**src/rtl/seven_seg_mux.sv**
```systemverilog
// Time-multiplexed N-digit common-anode seven-segment driver with tear-free shadow loading and PWM brightness.
// Define SEVEN_SEG_LZB_EN to enable leading-zero blanking of the displayed value.
module seven_seg_mux #(
    parameter int NUM_DIGITS   = 4,
    parameter int DIGIT_CYCLES = 12500
) (
    input  logic                    clk,
    input  logic                    rst,
    input  logic [4*NUM_DIGITS-1:0] data_in,
    input  logic [NUM_DIGITS-1:0]   dp_in,
    input  logic [NUM_DIGITS-1:0]   blank_in,
    input  logic                    load,
    input  logic [3:0]              bright,
    output logic                    busy,
    output logic                    frame_tick,
    output logic [NUM_DIGITS-1:0]   an,
    output logic [6:0]              seg,
    output logic                    dp
);

    localparam int CW   = (DIGIT_CYCLES > 1) ? $clog2(DIGIT_CYCLES) : 1;
    localparam int IW   = (NUM_DIGITS > 1) ? $clog2(NUM_DIGITS) : 1;
    localparam int NIB  = 4;
    localparam int STEP = DIGIT_CYCLES / 16;
    localparam logic [CW-1:0]         CNT_LAST = CW'(DIGIT_CYCLES - 1);
    localparam logic [IW-1:0]         IDX_LAST = IW'(NUM_DIGITS - 1);
    localparam logic [NUM_DIGITS-1:0] AN_ONE   = NUM_DIGITS'(1);

    // Segment pattern for a hex nibble, bit0 = A .. bit6 = G, 1 = lit.
    function automatic logic [6:0] decode_hex(input logic [3:0] nib);
        logic [6:0] pat;
        case (nib)
            4'h0:    pat = 7'b0111111;
            4'h1:    pat = 7'b0000110;
            4'h2:    pat = 7'b1011011;
            4'h3:    pat = 7'b1001111;
            4'h4:    pat = 7'b1100110;
            4'h5:    pat = 7'b1101101;
            4'h6:    pat = 7'b1111101;
            4'h7:    pat = 7'b0000111;
            4'h8:    pat = 7'b1111111;
            4'h9:    pat = 7'b1101111;
            4'hA:    pat = 7'b1110111;
            4'hB:    pat = 7'b1111100;
            4'hC:    pat = 7'b0111001;
            4'hD:    pat = 7'b1011110;
            4'hE:    pat = 7'b1111001;
            4'hF:    pat = 7'b1110001;
            default: pat = 7'b0000000;
        endcase
        return pat;
    endfunction

    logic [CW-1:0]           cnt_r;
    logic [IW-1:0]           idx_r;
    logic [4*NUM_DIGITS-1:0] act_data_r, pend_data_r;
    logic [NUM_DIGITS-1:0]   act_dp_r, pend_dp_r, act_blank_r, pend_blank_r;
    logic [NUM_DIGITS-1:0]   lzb_s;
    logic [3:0]              bright_r;
    logic                    busy_r, frame_tick_r;
    logic [NUM_DIGITS-1:0]   an_r, an_s;
    logic [6:0]              seg_r, seg_s;
    logic                    dp_r, dp_s;
    logic                    wrap_s, frame_end_s, on_s, dark_s;
    logic [3:0]              nib_s;
    logic [31:0]             thr_s;

    assign wrap_s      = (cnt_r == CNT_LAST);
    assign frame_end_s = wrap_s && (idx_r == IDX_LAST);

    // Slot counter, digit index, frame pulse and once-per-slot brightness sample.
    always_ff @(posedge clk or negedge rst) begin
        if (!rst) begin
            cnt_r        <= {CW{1'b0}};
            idx_r        <= {IW{1'b0}};
            frame_tick_r <= 1'b0;
            bright_r     <= 4'd15;
        end else begin
            frame_tick_r <= frame_end_s;
            if (cnt_r == {CW{1'b0}}) begin
                bright_r <= bright;
            end
            if (wrap_s) begin
                cnt_r <= {CW{1'b0}};
                idx_r <= (idx_r == IDX_LAST) ? {IW{1'b0}} : idx_r + IW'(1);
            end else begin
                cnt_r <= cnt_r + CW'(1);
            end
        end
    end

    // Shadow registers: loads wait in pending until the frame boundary, except a load on the boundary itself.
    always_ff @(posedge clk or negedge rst) begin
        if (!rst) begin
            act_data_r   <= {(4*NUM_DIGITS){1'b0}};
            act_dp_r     <= {NUM_DIGITS{1'b0}};
            act_blank_r  <= {NUM_DIGITS{1'b0}};
            pend_data_r  <= {(4*NUM_DIGITS){1'b0}};
            pend_dp_r    <= {NUM_DIGITS{1'b0}};
            pend_blank_r <= {NUM_DIGITS{1'b0}};
            busy_r       <= 1'b0;
        end else if (load && frame_end_s) begin
            act_data_r  <= data_in;
            act_dp_r    <= dp_in;
            act_blank_r <= blank_in;
            busy_r      <= 1'b0;
        end else if (frame_end_s) begin
            if (busy_r) begin
                act_data_r  <= pend_data_r;
                act_dp_r    <= pend_dp_r;
                act_blank_r <= pend_blank_r;
            end
            busy_r <= 1'b0;
        end else if (load) begin
            pend_data_r  <= data_in;
            pend_dp_r    <= dp_in;
            pend_blank_r <= blank_in;
            busy_r       <= 1'b1;
        end
    end

`ifdef SEVEN_SEG_LZB_EN
    logic zero_run_s;

    // Walk down from the top digit; a digit is suppressed while everything above and including it is zero with no dp.
    always_comb begin
        zero_run_s = 1'b1;
        lzb_s      = {NUM_DIGITS{1'b0}};
        for (int i = NUM_DIGITS - 1; i >= 0; i--) begin
            zero_run_s = zero_run_s && (act_data_r[i*NIB +: NIB] == 4'd0) && !act_dp_r[i];
            if (i > 0) begin
                lzb_s[i] = zero_run_s;
            end else begin
                lzb_s[i] = 1'b0;
            end
        end
    end
`else
    assign lzb_s = {NUM_DIGITS{1'b0}};
`endif

    // Next output values; cnt 0 of every slot is forced dark so adjacent digits never overlap.
    always_comb begin
        an_s   = {NUM_DIGITS{1'b1}};
        seg_s  = 7'h7F;
        dp_s   = 1'b1;
        nib_s  = act_data_r[{idx_r, 2'b00} +: NIB];
        thr_s  = (32'(bright_r) + 32'd1) * 32'(STEP);
        on_s   = (cnt_r != {CW{1'b0}}) && ((bright_r == 4'd15) || (32'(cnt_r) < thr_s));
        dark_s = act_blank_r[idx_r] || lzb_s[idx_r];
        if (on_s && !dark_s) begin
            an_s  = ~(AN_ONE << idx_r);
            seg_s = ~decode_hex(nib_s);
            dp_s  = ~act_dp_r[idx_r];
        end else begin
            an_s  = {NUM_DIGITS{1'b1}};
            seg_s = 7'h7F;
            dp_s  = 1'b1;
        end
    end

    // Registered pin drivers.
    always_ff @(posedge clk or negedge rst) begin
        if (!rst) begin
            an_r  <= {NUM_DIGITS{1'b1}};
            seg_r <= 7'h7F;
            dp_r  <= 1'b1;
        end else begin
            an_r  <= an_s;
            seg_r <= seg_s;
            dp_r  <= dp_s;
        end
    end

    assign an         = an_r;
    assign seg        = seg_r;
    assign dp         = dp_r;
    assign busy       = busy_r;
    assign frame_tick = frame_tick_r;

endmodule

```
**config.mk**
```make
export PLATFORM = sky130hd
export DESIGN_NAME = seven_seg_mux
export DESIGN_NICKNAME = d
export VERILOG_FILES = /design/src/rtl/seven_seg_mux.sv
export SDC_FILE = /design/constraint.sdc
export NUM_CORES = 1
export LEC_CHECK = 0
export BUFFER_PORTS_ARGS = -buffer_cell sky130_fd_sc_hd__buf_2
export CORE_ASPECT_RATIO = 1.2
export CORE_MARGIN = 3
export CORE_UTILIZATION = 55
export CTS_CLUSTER_DIAMETER = 150
export CTS_CLUSTER_SIZE = 14
export DETAILED_ROUTE_END_ITERATION = 8
export HOLD_SLACK_MARGIN = 0.08
export PLACE_DENSITY = 0.79
export SETUP_SLACK_MARGIN = 0.05
export SYNTH_ARGS = -nofsm -noshare
export SYNTH_HDL_FRONTEND = slang
export SYNTH_SLANG_ARGS = --single-unit
```
**constraint.sdc**
```tcl
create_clock -name clk -period 8.7 [get_ports clk]
set_input_delay 0.435 -clock clk [delete_from_list [all_inputs] [get_ports clk]]
set_output_delay 0.435 -clock clk [all_outputs]
set_load 0.02 [all_outputs]
```
# After elaboration in Yosys (flattened, before gate mapping)
# Memory sizes are Yosys's and may differ from the RTL's.
# Cells that the tools add are included.
[classes]
addsub = 3
multipliers = 1
div = 0
order_cmp = 2
eq_ne = 3
shift = 2
n_mux = 24
n_bitwise = 5
n_reduce_logical = 14
[ops]
columns = ["operator", "count"]
rows = [
  ["$mux 16", 3],
  ["$mux 4", 7],
  ["$shiftx 16x5->4", 1],
  ["$lt 14x15->1", 1],
  ["$mul 5x10->15 const B", 1],
  ["$add 14x1->14 const B", 1],
  ["$eq 14x14->1 const B", 1],
  ["$logic_not 14->1", 1],
  ["$mux 14", 1],
  ["$mux 7", 2],
  ["$reduce_bool 14->1", 1],
  ["$mux 1", 7],
  ["$not 7->7", 1],
  ["$bmux 1 s2", 3],
  ["$add 4x1->5 const B", 1],
  ["$eq 4x4->1 const B", 1],
  ["$logic_and 1x1->1", 4],
  ["$not 4->4", 1],
  ["$reduce_bool 2->1", 2],
  ["$shl 1x2->4 const A", 1],
  ["$lt 2x3->1 const B", 1],
  ["$not 1->1", 3],
  ["$reduce_and 3->1", 1],
  ["$reduce_bool 3->1", 1],
  ["6 further kinds", 7],
]
[word_totals]
regBits = 82
latch_bits = 0
ramBits = 0
mem_bits_ro = 112
input_bits = 31
output_inout_bits = 14
word_cells = 69
memories = 1
[memory_table]
columns = ["name", "words", "word_bits", "rd", "rd_clocked_by_memory_dff", "write_ports", "line_no", "source"]
rows = [
  ["(no name shown)", 16, 7, 1, 0, 0, "32", "case (nib)"],
]

# Depth between registers and ports, before layout
[logic_depth]
ltp_word = 9
ltp_mapped = 22
mapped_depth_nobuf = 21

# Worst setup path after synthesis
# OpenSTA, ideal clock, no wires.
[synth_path]
path_type = "reg2reg"
start = "register bright_r[0]"
end = "register seg_r[5] (netlist: seg[5])"
setup_time_ns = 0.090
arrival_time_ns = 4.637
required_time_ns = 8.610
path_slack_ns = 3.973
stages_incl_launch_ff = 19
path_buffers = 1
period_less_slack_ns = 4.727
path_cell_list = "dfstp_2 -> ha_1 -> xor2_1 -> ha_1 -> ha_1 -> ha_1 -> ha_1 -> and3_1 -> a221oi_1 -> nor2_1 -> a221o_1 -> xnor2_1 -> ha_1 -> a21o_1 -> a2111oi_0 -> o21a_1 -> o31a_1 -> buf_2 -> o211ai_1"
[synth_via]
elab_chain_len = 7
elab_cells_between_ends = 8
cone_classes = "add/sub: 1; mul: 1; order compare: 1; eq/ne: 1; mux: 1; reduce/logical: 3"
[synth_lines]
columns = ["item", "line_no", "source"]
rows = [
  ["from (decl)", "59", "logic [3:0] bright_r;"],
  ["from (signal assigned)", "81", "bright_r <= bright;"],
  ["$add 4x1->5", "148", "thr_s = (32'(bright_r) + 32'd1) * 32'(STEP);"],
  ["$mul 5x10->15", "148", ""],
  ["$lt 14x15->1", "149", "on_s = (cnt_r != {CW{1'b0}}) && ((bright_r == 4'd15) || (32'(cnt_r) < thr_s));"],
  ["$logic_or 1x1->1 *", "149", ""],
  ["$logic_and 1x1->1 *", "149", ""],
  ["$logic_and 1x1->1 *", "151", "if (on_s && !dark_s) begin"],
  ["$mux 7 *", "151", ""],
  ["named net seg_s[5]", "62", "logic [6:0] seg_r, seg_s;"],
  ["to (signal assigned)", "170", "seg_r <= seg_s;"],
  ["to (decl)", "62", ""],
]
# The timed path passes the listed nets; every way through them passes the cells marked *.
# A chain may end at the register's enable or synchronous reset.

# Worst setup path in the final report
[layout_path]
start = "register bright_r[0]"
end = "register seg_r[2] (netlist: seg[2])"
# The elaborated chain is that of the path after synthesis.

==> impl_summary.txt <==
----------------------------------------------------
[Run status]
  Outcome ... finished, final reports clean

[Synthesis]
  Post-synthesis async set-or-reset flop share ... 100%
  Synth cell types ... 55
  Post-synthesis xor/xnor area fraction ... 4.12%
  Cells after synthesis ... 444
  Post-Synthesis Mean Instance Area ... 11.0 um^2
  Area of the mapped netlist ... 4890 um^2
  FF+latch count, synth ... 82
  Multiplexer fraction of the synthesized cell area ... 11.6%
  Main combinational cell family by area after synthesis ... compound AO/OA/AOI/OAI gates
  Area share of and/or/nand/nor cells after synthesis ... 8.11%
  Share of the synthesized area in compound gates (AO/OA/AOI/OAI) ... 15.5%
  Seq/Total Area, Yosys ... 42.4%
  Most used flip-flop cell after synthesis ... sky130_fd_sc_hd__dfrtp_1
  Syn nets ... 527
  Adder and majority gate portion of the synthesized area ... 13.5%
  Count of flip-flops with a built-in enable after synthesis ... 0
  Number of warning messages in the yosys log ... 0

[CTS]
  Clock buffers created by TritonCTS ... 9
  Root buffer cell ... sky130_fd_sc_hd__clkbuf_8
  Post-cts repair resize count ... 0
  Number of clock sinks seen by CTS ... 82
  Hold-fix buffer count after cts ... 0
  Clock insertion delay at the later pin of the skew report ... 0.35 ns
  TritonCTS clock tree ... done
  Setup Buffers After CTS ... 0
  Level count of the clock H-tree ... 3
  Deepest clock path buffer count ... 2
  Clock slew at the register clock pins of the worst setup and hold paths ... 0.08 ns

[Place]
  Cell area after placement ... 5130 um^2
  Dpl cells ... 584
  Weighted congestion at the end of routability-driven global placement ... 0.958
  Count of buffers inserted at the top-level ports ... 44
  Sum of net half-perimeters after detailed placement ... 7520 um

[Detailed routing]
  Routed len/inst ... 17.6 um
  Post-route ant nets ... 0
  Routed wire length ... 10600 um
  Violation count after the first detailed-route iteration ... 240
  Via density per instance ... 6.04
  Post-detailed-route DRC marker count ... 0
  First drt pass iteration count ... 5
  Total via count in the routed design ... 3626

[Run]
  Max capacitance violation total ... 0

[Global route]
  Largest net degree at the start of global routing ... 83
  Gr ovfl total ... 0
  Number of global-route vias before repair ... 3647
  Initial antenna violation count ... 0
  Global-route wire length before repair ... 17500 um
  Total track usage ... 22.0%

[Power]
  Maximum vdd drop ... 0.129 mV
  Pleak ... 2.54 nW
  Power per cell area ... 158 nW/um^2
  Total power ... 842 uW

[Setup path]
  Capture instance of the worst register-to-register path ... seg[2]
  Worst setup SP type ... flop
  CP Class ... flop to flop
  Setup crit end kind ... flop
  Cell repeated most along the worst path ... sky130_fd_sc_hd__ha_1
  Cell at the slowest stage of the critical path ... sky130_fd_sc_hd__dfstp_2
  Worst R2R Setup Slack ... 3.40 ns
  Sequence of cells on the critical path ... ha_1 > xor2_1 > ha_1 > ha_1 > ha_1 > ha_1 > and3_1 > a221oi_1 > nor2_1 > a221o_1 > xnor2_1 > ha_1 > a21o_1 > a2111oi_0 > o21a_1 > o31a_1 > o221ai_1
  Launch point of the worst reg-to-reg path ... bright_r[0]
  Logic depth of the worst register-to-register path ... 17
  Maximum fanout along the worst path ... 12
  Crit path from ... bright_r[0]
  Worst Path Required ... 8.95 ns
  CP max stage delay ... 0.59 ns
  Data arrival time of the worst path ... 5.56 ns

[Final layout]
  Nets ... 561
  FILL cells ... 738
  Post-route insts no fill ... 600
  Layout cell share with drive strength beyond 1 ... 23.6%
  Number of inserted diodes ... 0
  Register area ... 2070 um^2
  Area growth, synth to finish ... 9.06%
  Post-route cell area ... 5330 um^2
  Multi-input logic area ... 2580 um^2

[Die]
  Die Span Y ... 109 um
  # IOs ... 45
  Initial cell density of the core ... 56.8%
  Die area ... 10100 um^2
  Total number of placement rows ... 37
  Area of the core region ... 8610 um^2
  X dimension of the die ... 92.1 um

[Worst hold path]
  Worst hold path class ... input port to asynchronous set/reset pin

[STA]
  Sum of negative setup slack ... 0 ns
  Setup repair after global routing missed its margin ... no
  Number of setup violations in the final report ... 0
  Hold WS ... 0.247 ns
  Final Critical Period ... 5.30 ns
  Headroom to the max-slew limit ... 32.8%
  Achievable Freq ... 189 MHz
  Actual slew at the worst max-slew pin ... 1.01 ns
  Fin. max-slew vios ... 0
  Worst Skew ... 0.0130 ns
  Final hold violation count ... 0
  Part of the cycle the worst path needs ... 61.0%

----------------------------------------------------
[where the power goes]
group | switching (mW) | total (mW) | leakage [nW] | internal (mW)
Clock | 0.136 | 0.287 | 0.106 | 0.150
Combinational | 0.0813 | 0.151 | 1.42 | 0.0701
Sequential | 0.00865 | 0.404 | 1.01 | 0.396
Total | 0.226 | 0.842 | 2.54 | 0.616
[metrics by stage]
stage	util (%)	setup WS, ns
floorplan	-	3.97
global placement	59.6	3.62
detailed placement	59.6	3.45
CTS	61.9	3.42
global route	61.9	2.98
finish	61.9	3.40
[cells in the mapped netlist, types with 2 or more instances]
master / number / share of area [%]
sky130_fd_sc_hd__dfrtp_1: 66 / 34
sky130_fd_sc_hd__ha_1: 51 / 13
sky130_fd_sc_hd__o22ai_1: 48 / 6.1
sky130_fd_sc_hd__a21oi_1: 35 / 3.6
sky130_fd_sc_hd__nand2_1: 26 / 2.0
sky130_fd_sc_hd__inv_1: 24 / 1.8
sky130_fd_sc_hd__mux2_4: 20 / 6.1
sky130_fd_sc_hd__nor2_1: 19 / 1.5
sky130_fd_sc_hd__dfstp_2: 16 / 8.6
sky130_fd_sc_hd__o21ai_0: 13 / 1.3
sky130_fd_sc_hd__xor2_1: 12 / 2.1
sky130_fd_sc_hd__clkbuf_1: 11 / 0.84
sky130_fd_sc_hd__xnor2_1: 11 / 2.0
sky130_fd_sc_hd__nand3_1: 10 / 1.0
sky130_fd_sc_hd__mux2_2: 8 / 1.8
sky130_fd_sc_hd__mux4_2: 7 / 3.2
sky130_fd_sc_hd__buf_2: 6 / 0.61
sky130_fd_sc_hd__nand4_1: 4 / 0.51
sky130_fd_sc_hd__a21o_1: 3 / 0.46
sky130_fd_sc_hd__and3_1: 3 / 0.38
sky130_fd_sc_hd__buf_4: 3 / 0.46
sky130_fd_sc_hd__nand3b_1: 3 / 0.46
sky130_fd_sc_hd__nor3_1: 3 / 0.31
sky130_fd_sc_hd__o211ai_1: 3 / 0.46
sky130_fd_sc_hd__o221ai_1: 3 / 0.54
sky130_fd_sc_hd__buf_12: 2 / 0.82
sky130_fd_sc_hd__mux2i_1: 2 / 0.41
sky130_fd_sc_hd__nand2b_1: 2 / 0.26
sky130_fd_sc_hd__nor2b_1: 2 / 0.26
sky130_fd_sc_hd__o21a_1: 2 / 0.31
sky130_fd_sc_hd__o31ai_1: 2 / 0.31
[final cells by class]
cell class | count | share of cell area (%)
Sequential cell | 82 | 38.9
Multi-Input combinational cell | 315 | 48.4
Clock buffer | 12 | 2.93
Clock inverter | 4 | 0.892
Timing Repair Buffer | 46 | 4.46
Inverter | 24 | 1.69
Tap cell | 117 | 2.75
[registers in the layout (all words and copies together) (netlist names), 7 cells and up]
signal	cells
seg	7
cnt_r	14
pend_data_r	16
act_data_r	16
[cells by family (layout without fill, tap and decap cells)]
family | after synthesis | in the layout
AO/OA/AOI/OAI | 122 | 122
flip-flops | 82 | 82
AND/OR/NAND/NOR | 81 | 81
adder cells (fa/ha/maj) | 52 | 52
buffers and inverters | 47 | 86
multiplexers | 37 | 37
XOR/XNOR | 23 | 23
[how the worst max path moves through the flow]
| stage | to | slack (ns) | depth (start not counted) |
|---|---|---|---|
| 5_1_grt | seg[4] | 2.98 | 17 |
| 2_1_floorplan | seg[5] | 3.97 | 18 |
| 3_3_place_gp | seg[2] | 3.62 | 17 |
| 3_5_place_dp | seg[2] | 3.45 | 17 |
| 6_report | seg[2] | 3.40 | 17 |
| 4_1_cts | seg[2] | 3.42 | 17 |
[layout by cell type, fill, tap and decap left out, types with 10 or more instances in the layout]
cell type / Yosys / routed
sky130_fd_sc_hd__dfrtp_1: 66 / 66
sky130_fd_sc_hd__ha_1: 51 / 51
sky130_fd_sc_hd__o22ai_1: 48 / 48
sky130_fd_sc_hd__buf_2: 6 / 43
sky130_fd_sc_hd__a21oi_1: 35 / 35
sky130_fd_sc_hd__nand2_1: 26 / 26
sky130_fd_sc_hd__inv_1: 24 / 24
sky130_fd_sc_hd__mux2_4: 20 / 20
sky130_fd_sc_hd__nor2_1: 19 / 19
sky130_fd_sc_hd__dfstp_2: 16 / 16
sky130_fd_sc_hd__o21ai_0: 13 / 13
sky130_fd_sc_hd__xor2_1: 12 / 12
sky130_fd_sc_hd__xnor2_1: 11 / 11
sky130_fd_sc_hd__nand3_1: 10 / 10
[metal layers]
layer	routed length (um)	track usage (%)
met3	387	2.53
met4	245	9.66
met5	0	0
met1	4490	28.3
met2	5430	37.7
[critical path, delay by kind of cell (launching register included)]
family                   cells  cell delay, ns
flip-flops                   1            0.59
adder cells (fa/ha/maj)      6            1.74
AO/OA/AOI/OAI                7            2.00
AND/OR/NAND/NOR              2            0.36
XOR/XNOR                     2            0.49
Note: power is estimated with default switching activity, not from simulation.
